==> src/rtl/hazard_scoreboard_pkg.sv <==
// -----------------------------------------------------------------------------
// hazard_scoreboard_pkg
//
// Purpose:
//   Shared types and constants for the hazard detection unit. The unit keeps a
//   small shadow pipeline of in-flight destination registers. Each stage of
//   that shadow pipeline is described by a slot_t record.
//
// Contents:
//   REG_W      - register index width (16 architectural registers)
//   slot_t     - one shadow pipeline slot {dest, wb_en, mem_read}
//   BUBBLE     - the empty slot (all fields zero)
//   slot_hit() - true when a slot will write the given register
// -----------------------------------------------------------------------------
package hazard_scoreboard_pkg;

    localparam int REG_W = 4;

    // One in-flight instruction as seen by the hazard unit: where it writes,
    // whether it writes at all, and whether its result comes from memory.
    typedef struct packed {
        logic [REG_W-1:0] dest;
        logic             wb_en;
        logic             mem_read;
    } slot_t;

    // An empty slot. Inserted on stalls and flushes, and used as the reset value.
    localparam slot_t BUBBLE = '0;

    // A slot only produces a RAW hit if it actually writes back. A matching
    // register number on a non-writing slot is not a dependency.
    function automatic logic slot_hit(input slot_t s, input logic [REG_W-1:0] r);
        return s.wb_en && (s.dest == r);
    endfunction

endpackage

==> src/rtl/hazard_scoreboard_if.sv <==
// -----------------------------------------------------------------------------
// hazard_scoreboard_if
//
// Purpose:
//   Bundles the request/response signals between the ID stage (master) and
//   the hazard scoreboard (slave).
//
// Signals (master -> slave):
//   hazard_rn, hazard_rdm   - source registers of the instruction in ID
//   hazard_two_src          - instruction in ID reads hazard_rdm
//   id_use_rn               - instruction in ID reads Rn
//   id_dest, id_wb_en       - destination and write enable of the ID instruction
//   id_mem_read             - ID instruction is a load
//   flush                   - taken branch in EXE, ID/IF contents discarded
//   fwd_en                  - forwarding unit active
//
// Signals (slave -> master):
//   hazard                  - freeze IF, IF/ID and bubble ID/EXE
//   exe_dest, exe_wb_en     - EXE shadow slot contents
//   mem_dest, mem_wb_en     - MEM shadow slot contents
//   stall_count             - saturating count of stalled cycles
// -----------------------------------------------------------------------------
interface hazard_scoreboard_if
    import hazard_scoreboard_pkg::*;
#(
    parameter int CNT_W = 16
);

    logic [REG_W-1:0] hazard_rn;
    logic [REG_W-1:0] hazard_rdm;
    logic             hazard_two_src;
    logic             id_use_rn;
    logic [REG_W-1:0] id_dest;
    logic             id_wb_en;
    logic             id_mem_read;
    logic             flush;
    logic             fwd_en;

    logic             hazard;
    logic [REG_W-1:0] exe_dest;
    logic             exe_wb_en;
    logic [REG_W-1:0] mem_dest;
    logic             mem_wb_en;
    logic [CNT_W-1:0] stall_count;

    modport master (
        output hazard_rn, hazard_rdm, hazard_two_src, id_use_rn,
               id_dest, id_wb_en, id_mem_read, flush, fwd_en,
        input  hazard, exe_dest, exe_wb_en, mem_dest, mem_wb_en, stall_count
    );

    modport slave (
        input  hazard_rn, hazard_rdm, hazard_two_src, id_use_rn,
               id_dest, id_wb_en, id_mem_read, flush, fwd_en,
        output hazard, exe_dest, exe_wb_en, mem_dest, mem_wb_en, stall_count
    );

endinterface

==> src/rtl/hazard_scoreboard_slot_reg.sv <==
// -----------------------------------------------------------------------------
// hazard_slot_reg
//
// Purpose:
//   One stage of the hazard unit's shadow pipeline. Holds a single slot_t
//   record and either loads the incoming record or a bubble.
//
// Ports:
//   clk     in   clock, rising edge
//   rst     in   synchronous active-high reset, clears the slot to BUBBLE
//   bubble  in   load BUBBLE instead of d on this edge
//   d       in   slot record presented by the previous stage
//   q       out  registered slot record
// -----------------------------------------------------------------------------
module hazard_slot_reg
    import hazard_scoreboard_pkg::*;
(
    input  logic  clk,
    input  logic  rst,
    input  logic  bubble,
    input  slot_t d,
    output slot_t q
);

    // Reset and bubble insertion both leave an empty slot behind, so a
    // stalled or flushed instruction can never be mistaken for a producer.
    always_ff @(posedge clk) begin
        if (rst) begin
            q <= BUBBLE;
        end else if (bubble) begin
            q <= BUBBLE;
        end else begin
            q <= d;
        end
    end

endmodule

==> src/rtl/hazard_scoreboard.sv <==
// -----------------------------------------------------------------------------
// hazard_scoreboard
//
// Purpose:
//   Hazard detection unit for the 5-stage pipeline. Tracks the destination
//   registers of the two instructions ahead of ID (EXE slot, MEM slot) and
//   raises `hazard` when the instruction in ID reads a register one of them
//   is still going to write. With forwarding enabled only a load in EXE
//   feeding the ID instruction causes a stall. WB needs no slot because the
//   register file writes on the falling edge, so ID already sees WB results.
//
// Ports:
//   clk         in   clock, rising edge
//   rst         in   synchronous active-high reset
//   sb          slave modport of hazard_scoreboard_if (ID requests in,
//               hazard / slot debug / stall_count out)
//
// Parameters:
//   CNT_W       width of the saturating stall counter (must match sb)
// -----------------------------------------------------------------------------
module hazard_scoreboard
    import hazard_scoreboard_pkg::*;
#(
    parameter int CNT_W = 16
)(
    input  logic                clk,
    input  logic                rst,
    hazard_scoreboard_if.slave  sb
);

    localparam logic [CNT_W-1:0] CNT_MAX = '1;

    slot_t            id_slot;
    slot_t            exe_slot;
    slot_t            mem_slot;
    logic             exe_bubble;

    logic             hit_exe_rn;
    logic             hit_exe_rdm;
    logic             hit_mem_rn;
    logic             hit_mem_rdm;
    logic             hazard_int;

    logic [CNT_W-1:0] stall_q;

    // The MEM slot's load flag travels along for symmetry with the EXE slot
    // but is never consulted: by the time a load sits in MEM its data is
    // either forwardable or already covered by the non-forwarding rule.
    logic             unused_mem_read;

    // Package the ID instruction as the record it will become in EXE.
    always_comb begin
        id_slot          = BUBBLE;
        id_slot.dest     = sb.id_dest;
        id_slot.wb_en    = sb.id_wb_en;
        id_slot.mem_read = sb.id_mem_read;
    end

    // A stalled ID instruction must not advance, and a flushed one is being
    // discarded, so both cases push a bubble into EXE.
    assign exe_bubble = sb.flush || hazard_int;

    hazard_slot_reg u_exe_slot (
        .clk    (clk),
        .rst    (rst),
        .bubble (exe_bubble),
        .d      (id_slot),
        .q      (exe_slot)
    );

    // MEM always takes whatever was in EXE; bubbles arrive via the EXE slot.
    hazard_slot_reg u_mem_slot (
        .clk    (clk),
        .rst    (rst),
        .bubble (1'b0),
        .d      (exe_slot),
        .q      (mem_slot)
    );

    // Source-vs-slot matches, already qualified by whether the ID instruction
    // actually reads that source.
    assign hit_exe_rn  = sb.id_use_rn      && slot_hit(exe_slot, sb.hazard_rn);
    assign hit_exe_rdm = sb.hazard_two_src && slot_hit(exe_slot, sb.hazard_rdm);
    assign hit_mem_rn  = sb.id_use_rn      && slot_hit(mem_slot, sb.hazard_rn);
    assign hit_mem_rdm = sb.hazard_two_src && slot_hit(mem_slot, sb.hazard_rdm);

    // Stall decision. Reset and flush win over any dependency: during reset
    // nothing should freeze, and a flushed ID instruction needs no operands.
    // With forwarding, ALU results in EXE/MEM are bypassed, so only a load
    // in EXE (data not ready until the end of MEM) forces a stall.
    always_comb begin
        hazard_int = 1'b0;
        if (rst || sb.flush) begin
            hazard_int = 1'b0;
        end else if (sb.fwd_en) begin
            hazard_int = exe_slot.mem_read && (hit_exe_rn || hit_exe_rdm);
        end else begin
            hazard_int = hit_exe_rn || hit_exe_rdm || hit_mem_rn || hit_mem_rdm;
        end
    end

    // Stall cycle counter, sticks at all-ones instead of wrapping.
    always_ff @(posedge clk) begin
        if (rst) begin
            stall_q <= '0;
        end else if (hazard_int && (stall_q != CNT_MAX)) begin
            stall_q <= stall_q + 1'b1;
        end
    end

    assign unused_mem_read = mem_slot.mem_read;

    assign sb.hazard      = hazard_int;
    assign sb.exe_dest    = exe_slot.dest;
    assign sb.exe_wb_en   = exe_slot.wb_en;
    assign sb.mem_dest    = mem_slot.dest;
    assign sb.mem_wb_en   = mem_slot.wb_en;
    assign sb.stall_count = stall_q;

endmodule

==> src/flat_wrapper.sv <==
// flat-port wrapper written by rule: the top's interface ports become plain ports
module hazard_scoreboard_flat import hazard_scoreboard_pkg::*;
#(
    parameter int CNT_W = 16
)
  (clk, rst, sb_hazard_rn, sb_hazard_rdm, sb_hazard_two_src, sb_id_use_rn, sb_id_dest, sb_id_wb_en, sb_id_mem_read, sb_flush, sb_fwd_en, sb_hazard, sb_exe_dest, sb_exe_wb_en, sb_mem_dest, sb_mem_wb_en, sb_stall_count);
  hazard_scoreboard_if #(.CNT_W(CNT_W)) sb_i ();
  input  logic clk;
  input  logic rst;
  input wire logic [$bits(sb_i.hazard_rn)-1:0] sb_hazard_rn;
  input wire logic [$bits(sb_i.hazard_rdm)-1:0] sb_hazard_rdm;
  input wire logic [$bits(sb_i.hazard_two_src)-1:0] sb_hazard_two_src;
  input wire logic [$bits(sb_i.id_use_rn)-1:0] sb_id_use_rn;
  input wire logic [$bits(sb_i.id_dest)-1:0] sb_id_dest;
  input wire logic [$bits(sb_i.id_wb_en)-1:0] sb_id_wb_en;
  input wire logic [$bits(sb_i.id_mem_read)-1:0] sb_id_mem_read;
  input wire logic [$bits(sb_i.flush)-1:0] sb_flush;
  input wire logic [$bits(sb_i.fwd_en)-1:0] sb_fwd_en;
  output wire logic [$bits(sb_i.hazard)-1:0] sb_hazard;
  output wire logic [$bits(sb_i.exe_dest)-1:0] sb_exe_dest;
  output wire logic [$bits(sb_i.exe_wb_en)-1:0] sb_exe_wb_en;
  output wire logic [$bits(sb_i.mem_dest)-1:0] sb_mem_dest;
  output wire logic [$bits(sb_i.mem_wb_en)-1:0] sb_mem_wb_en;
  output wire logic [$bits(sb_i.stall_count)-1:0] sb_stall_count;
  assign sb_i.hazard_rn = sb_hazard_rn;
  assign sb_i.hazard_rdm = sb_hazard_rdm;
  assign sb_i.hazard_two_src = sb_hazard_two_src;
  assign sb_i.id_use_rn = sb_id_use_rn;
  assign sb_i.id_dest = sb_id_dest;
  assign sb_i.id_wb_en = sb_id_wb_en;
  assign sb_i.id_mem_read = sb_id_mem_read;
  assign sb_i.flush = sb_flush;
  assign sb_i.fwd_en = sb_fwd_en;
  assign sb_hazard = sb_i.hazard;
  assign sb_exe_dest = sb_i.exe_dest;
  assign sb_exe_wb_en = sb_i.exe_wb_en;
  assign sb_mem_dest = sb_i.mem_dest;
  assign sb_mem_wb_en = sb_i.mem_wb_en;
  assign sb_stall_count = sb_i.stall_count;
  hazard_scoreboard #(.CNT_W(CNT_W)) u_core (.clk(clk), .rst(rst), .sb(sb_i));
endmodule
==> config.mk <==
export PLATFORM = sky130hd
export DESIGN_NAME = hazard_scoreboard_flat
export DESIGN_NICKNAME = d
export VERILOG_FILES = /design/src/rtl/hazard_scoreboard_pkg.sv /design/src/rtl/hazard_scoreboard_if.sv /design/src/rtl/hazard_scoreboard_slot_reg.sv /design/src/rtl/hazard_scoreboard.sv /design/src/flat_wrapper.sv
export SDC_FILE = /design/constraint.sdc
export NUM_CORES = 1
export LEC_CHECK = 0
export BUFFER_PORTS_ARGS = -buffer_cell sky130_fd_sc_hd__buf_2
export CAP_MARGIN = 20
export CORE_MARGIN = 2
export CORE_UTILIZATION = 49
export CTS_BUF_LIST = sky130_fd_sc_hd__clkbuf_16
export DETAILED_ROUTE_END_ITERATION = 12
export PLACE_DENSITY = 0.89
export SLEW_MARGIN = 25
export SYNTH_ARGS = -nofsm -noshare
export SYNTH_HDL_FRONTEND = slang
export SYNTH_HIERARCHICAL = 1
export SYNTH_SLANG_ARGS = --single-unit
==> constraint.sdc <==
create_clock -name clk -period 2.25 [get_ports clk]
set_input_delay 0.1125 -clock clk [delete_from_list [all_inputs] [get_ports clk]]
set_output_delay 0.1125 -clock clk [all_outputs]
set_load 0.01 [all_outputs]
==> load_flow_metrics.sql <==
INSERT INTO impl_metrics (metric_group, metric, value, unit) VALUES
('critical_path', 'setup.reg_to_reg.worst_slack', '0.19', 'ns'),
('pwr', 'totalPowerFinal', '0.960', 'mW'),
('floorplanning', 'core', '2690', 'µm²'),
('placement', 'dp_cells', '232', ''),
('critical_path', 'setup.worst_path.class', 'register to register', ''),
('grt', 'grt_pass1_vias', '1189', ''),
('grt', 'grt_use_total', '0.195', ''),
('final_layout', 'post_route_cells_drive_above_1_share', '0.288', ''),
('critical_path', 'required', '2.40', 'ns'),
('placement', 'place.gp.congestion', '0.873', ''),
('floorplanning', 'cell_row_count', '19', ''),
('critical_path', 'category_of_the_worst_setup_path_launch_point', 'register', ''),
('sta', 'final.period_utilization', '0.916', ''),
('final_layout', 'finalInstanceArea', '1720', 'µm²'),
('grt', 'grt_start_max_net_pins', '32', ''),
('floorplanning', 'die_w', '56.6', 'µm'),
('logic_synthesis', 'synthesis.area', '1350', 'µm²'),
('cts', 'cts_setup_buffers', '0', ''),
('sta', 'fin_ws', '0.190', 'ns'),
('final_layout', 'layout.cells.most_common', 'buf_2', ''),
('sta', 'totalNegativeSetupSlack', '0', 'ns'),
('sta', 'hold_slack', '0.115', 'ns'),
('drt', 'via_count', '1319', ''),
('sta', 'worst_slew_pin_slew', '0.505', 'ns'),
('floorplanning', 'die_area', '3200', 'µm²'),
('pwr', 'powerDensity', '560', 'nW/µm²'),
('cts', 'ctsHtreeMaxLevel', '1', ''),
('logic_synthesis', 'post_synth.cell_area_avg', '8.79', 'µm²'),
('drt', 'detail_route.wirelength', '3.00', 'mm'),
('critical_path', 'crit_path_end_kind', 'register', ''),
('final_layout', 'seq_area', '541', 'µm²'),
('floorplanning', 'start_util', '0.504', ''),
('pwr', 'vdd_ir_drop_max', '0.441', 'mV'),
('grt', 'grt_pass1_wl', '5.00', 'mm'),
('job', 'maxCapViolCount', '0', ''),
('final_layout', 'final_core_util', '0.639', ''),
('final_layout', 'insertedDiodeCount', '0', ''),
('cts', 'cts_made_buffers', '3', ''),
('placement', 'io_buffer_count', '46', ''),
('placement', 'placement.cell_area', '1620', 'µm²'),
('drt', 'detail_route.drc_violations', '0', ''),
('cts', 'cts_tree', 'yes', ''),
('sta', 'final.min_clock_period', '2.06', 'ns'),
('final_layout', 'filler_cell_count', '235', ''),
('grt', 'residual_overflow_from_global_routing', '0', ''),
('cts', 'clockRootBuffer', 'clkbuf_16', ''),
('floorplanning', 'ios', '47', ''),
('pwr', 'leakage', '0.721', 'nW'),
('sta', 'clock_skew', '0.00482', 'ns'),
('cts', 'numClockSinks', '27', ''),
('sta', 'final-max-slew-violation-count', '0', ''),
('grt', 'antenna_found_initial', '0', ''),
('sta', 'achievable-frequency', '0.485', 'GHz'),
('critical_path', 'cp_data_arrival_time', '2.21', 'ns'),
('cts', 'cts_hold_repair.buffers', '0', ''),
('logic_synthesis', 'synth_cells', '154', ''),
('placement', 'detailed_place_hpwl', '2.19', 'mm'),
('drt', 'drt_iter0_drc', '38', ''),
('final_layout', 'syn_to_final_growth', '26.7', '%'),
('placement', 'dp_worst_setup_slack', '0.178', 'ns'),
('sta', 'setup_viol', '0', ''),
('cts', 'clk_transition_reported_paths', '0.06', 'ns'),
('drt', 'ant_nets', '0', ''),
('drt', 'drt-pass1-iter-count', '4', ''),
('final_layout', 'layout.nets', '227', ''),
('outcome', 'run_status', 'finished clean', ''),
('final_layout', 'multi_input_area', '812', 'µm²'),
('final_layout', 'finish.cell_count_without_fillers', '236', ''),
('sta', 'slew-limit-headroom', '0.662', ''),
('cts', 'worst_skew_pair.late_latency', '0.26', 'ns'),
('drt', 'post_drt_via_cell_ratio', '5.59', ''),
('floorplanning', 'die_y', '56.6', 'µm'),
('cts', 'post_cts.resized_instances', '0', ''),
('drt', 'route.detailed.wl_per_inst', '12.7', 'µm'),
('critical_path', 'biggest_fanout_along_the_worst_timing_path', '26', ''),
('logic_synthesis', 'synth-warning-count', '6', ''),
('sta', 'rsz_0062_raised_after_global_routing', 'false', ''),
('cts', 'buffer_depth_of_the_longest_clock_path', '2', ''),
('final_layout', 'mostFrequentLayoutCells', '46 x buf_2, 27 x dfxtp_1, 12 x nor3b_1', ''),
('sta', 'timing.final.hold_violations', '0', ''),
('hold_path', 'worst_hold_path_type', 'input port to register', '');
report_power, final:
part / switching [mW] / total [mW] / internal (mW)
Sequential: 0.00541 / 0.489 / 0.484
Clock: 0.156 / 0.394 / 0.238
Combinational: 0.0413 / 0.0770 / 0.0357
Total: 0.203 / 0.960 / 0.757
final timing paths:
check                                                              to  cells past startpoint                              start
worst min register to register      u_core/u_mem_slot/q[1]$_SDFF_PP0_                      1  u_core/u_exe_slot/q[1]$_SDFF_PP0_
worst max-delay path            u_core/sb.stall_count[6]$_SDFFE_PP0P_                      6  u_core/u_exe_slot/q[5]$_SDFF_PP0_
worst max register to register  u_core/sb.stall_count[6]$_SDFFE_PP0P_                      6  u_core/u_exe_slot/q[5]$_SDFF_PP0_
worst min-delay path                u_core/u_exe_slot/q[2]$_SDFF_PP0_                      2                      sb_id_dest[0]
flip-flops by register name, summed over array words and instances, names as in the netlist:
signal / count
u_core/u_mem_slot/q: 5
u_core/sb.stall_count: 16
u_core/u_exe_slot/q: 6
worst max-delay path: stages (launching register included):
cell	delay, ns
dfxtp_1	0.34
xor2_1	0.18
nor4_1	0.31
a31oi_1	0.15
o211a_4	0.25
nor4_1	0.36
mux2_2	0.37
area by class of cell:
class                   instances  share of cell area
repair buffers                 47               0.139
well taps                      31              0.0226
multi-input cells             125               0.473
clock buffers                   3              0.0438
inverters                       2             0.00438
clock inverters                 1             0.00219
flip-flops and latches         27               0.315
metal layers:
| metal | GRT usage | share of wire |
|---|---|---|
| met1 | 0.239 | 0.44 |
| met2 | 0.329 | 0.50 |
| met3 | 0.0323 | 0.048 |
| met4 | 0.0952 | 0.015 |
| met5 | 0 | 0 |
No activity file was read; power rests on OpenSTA's default activity.
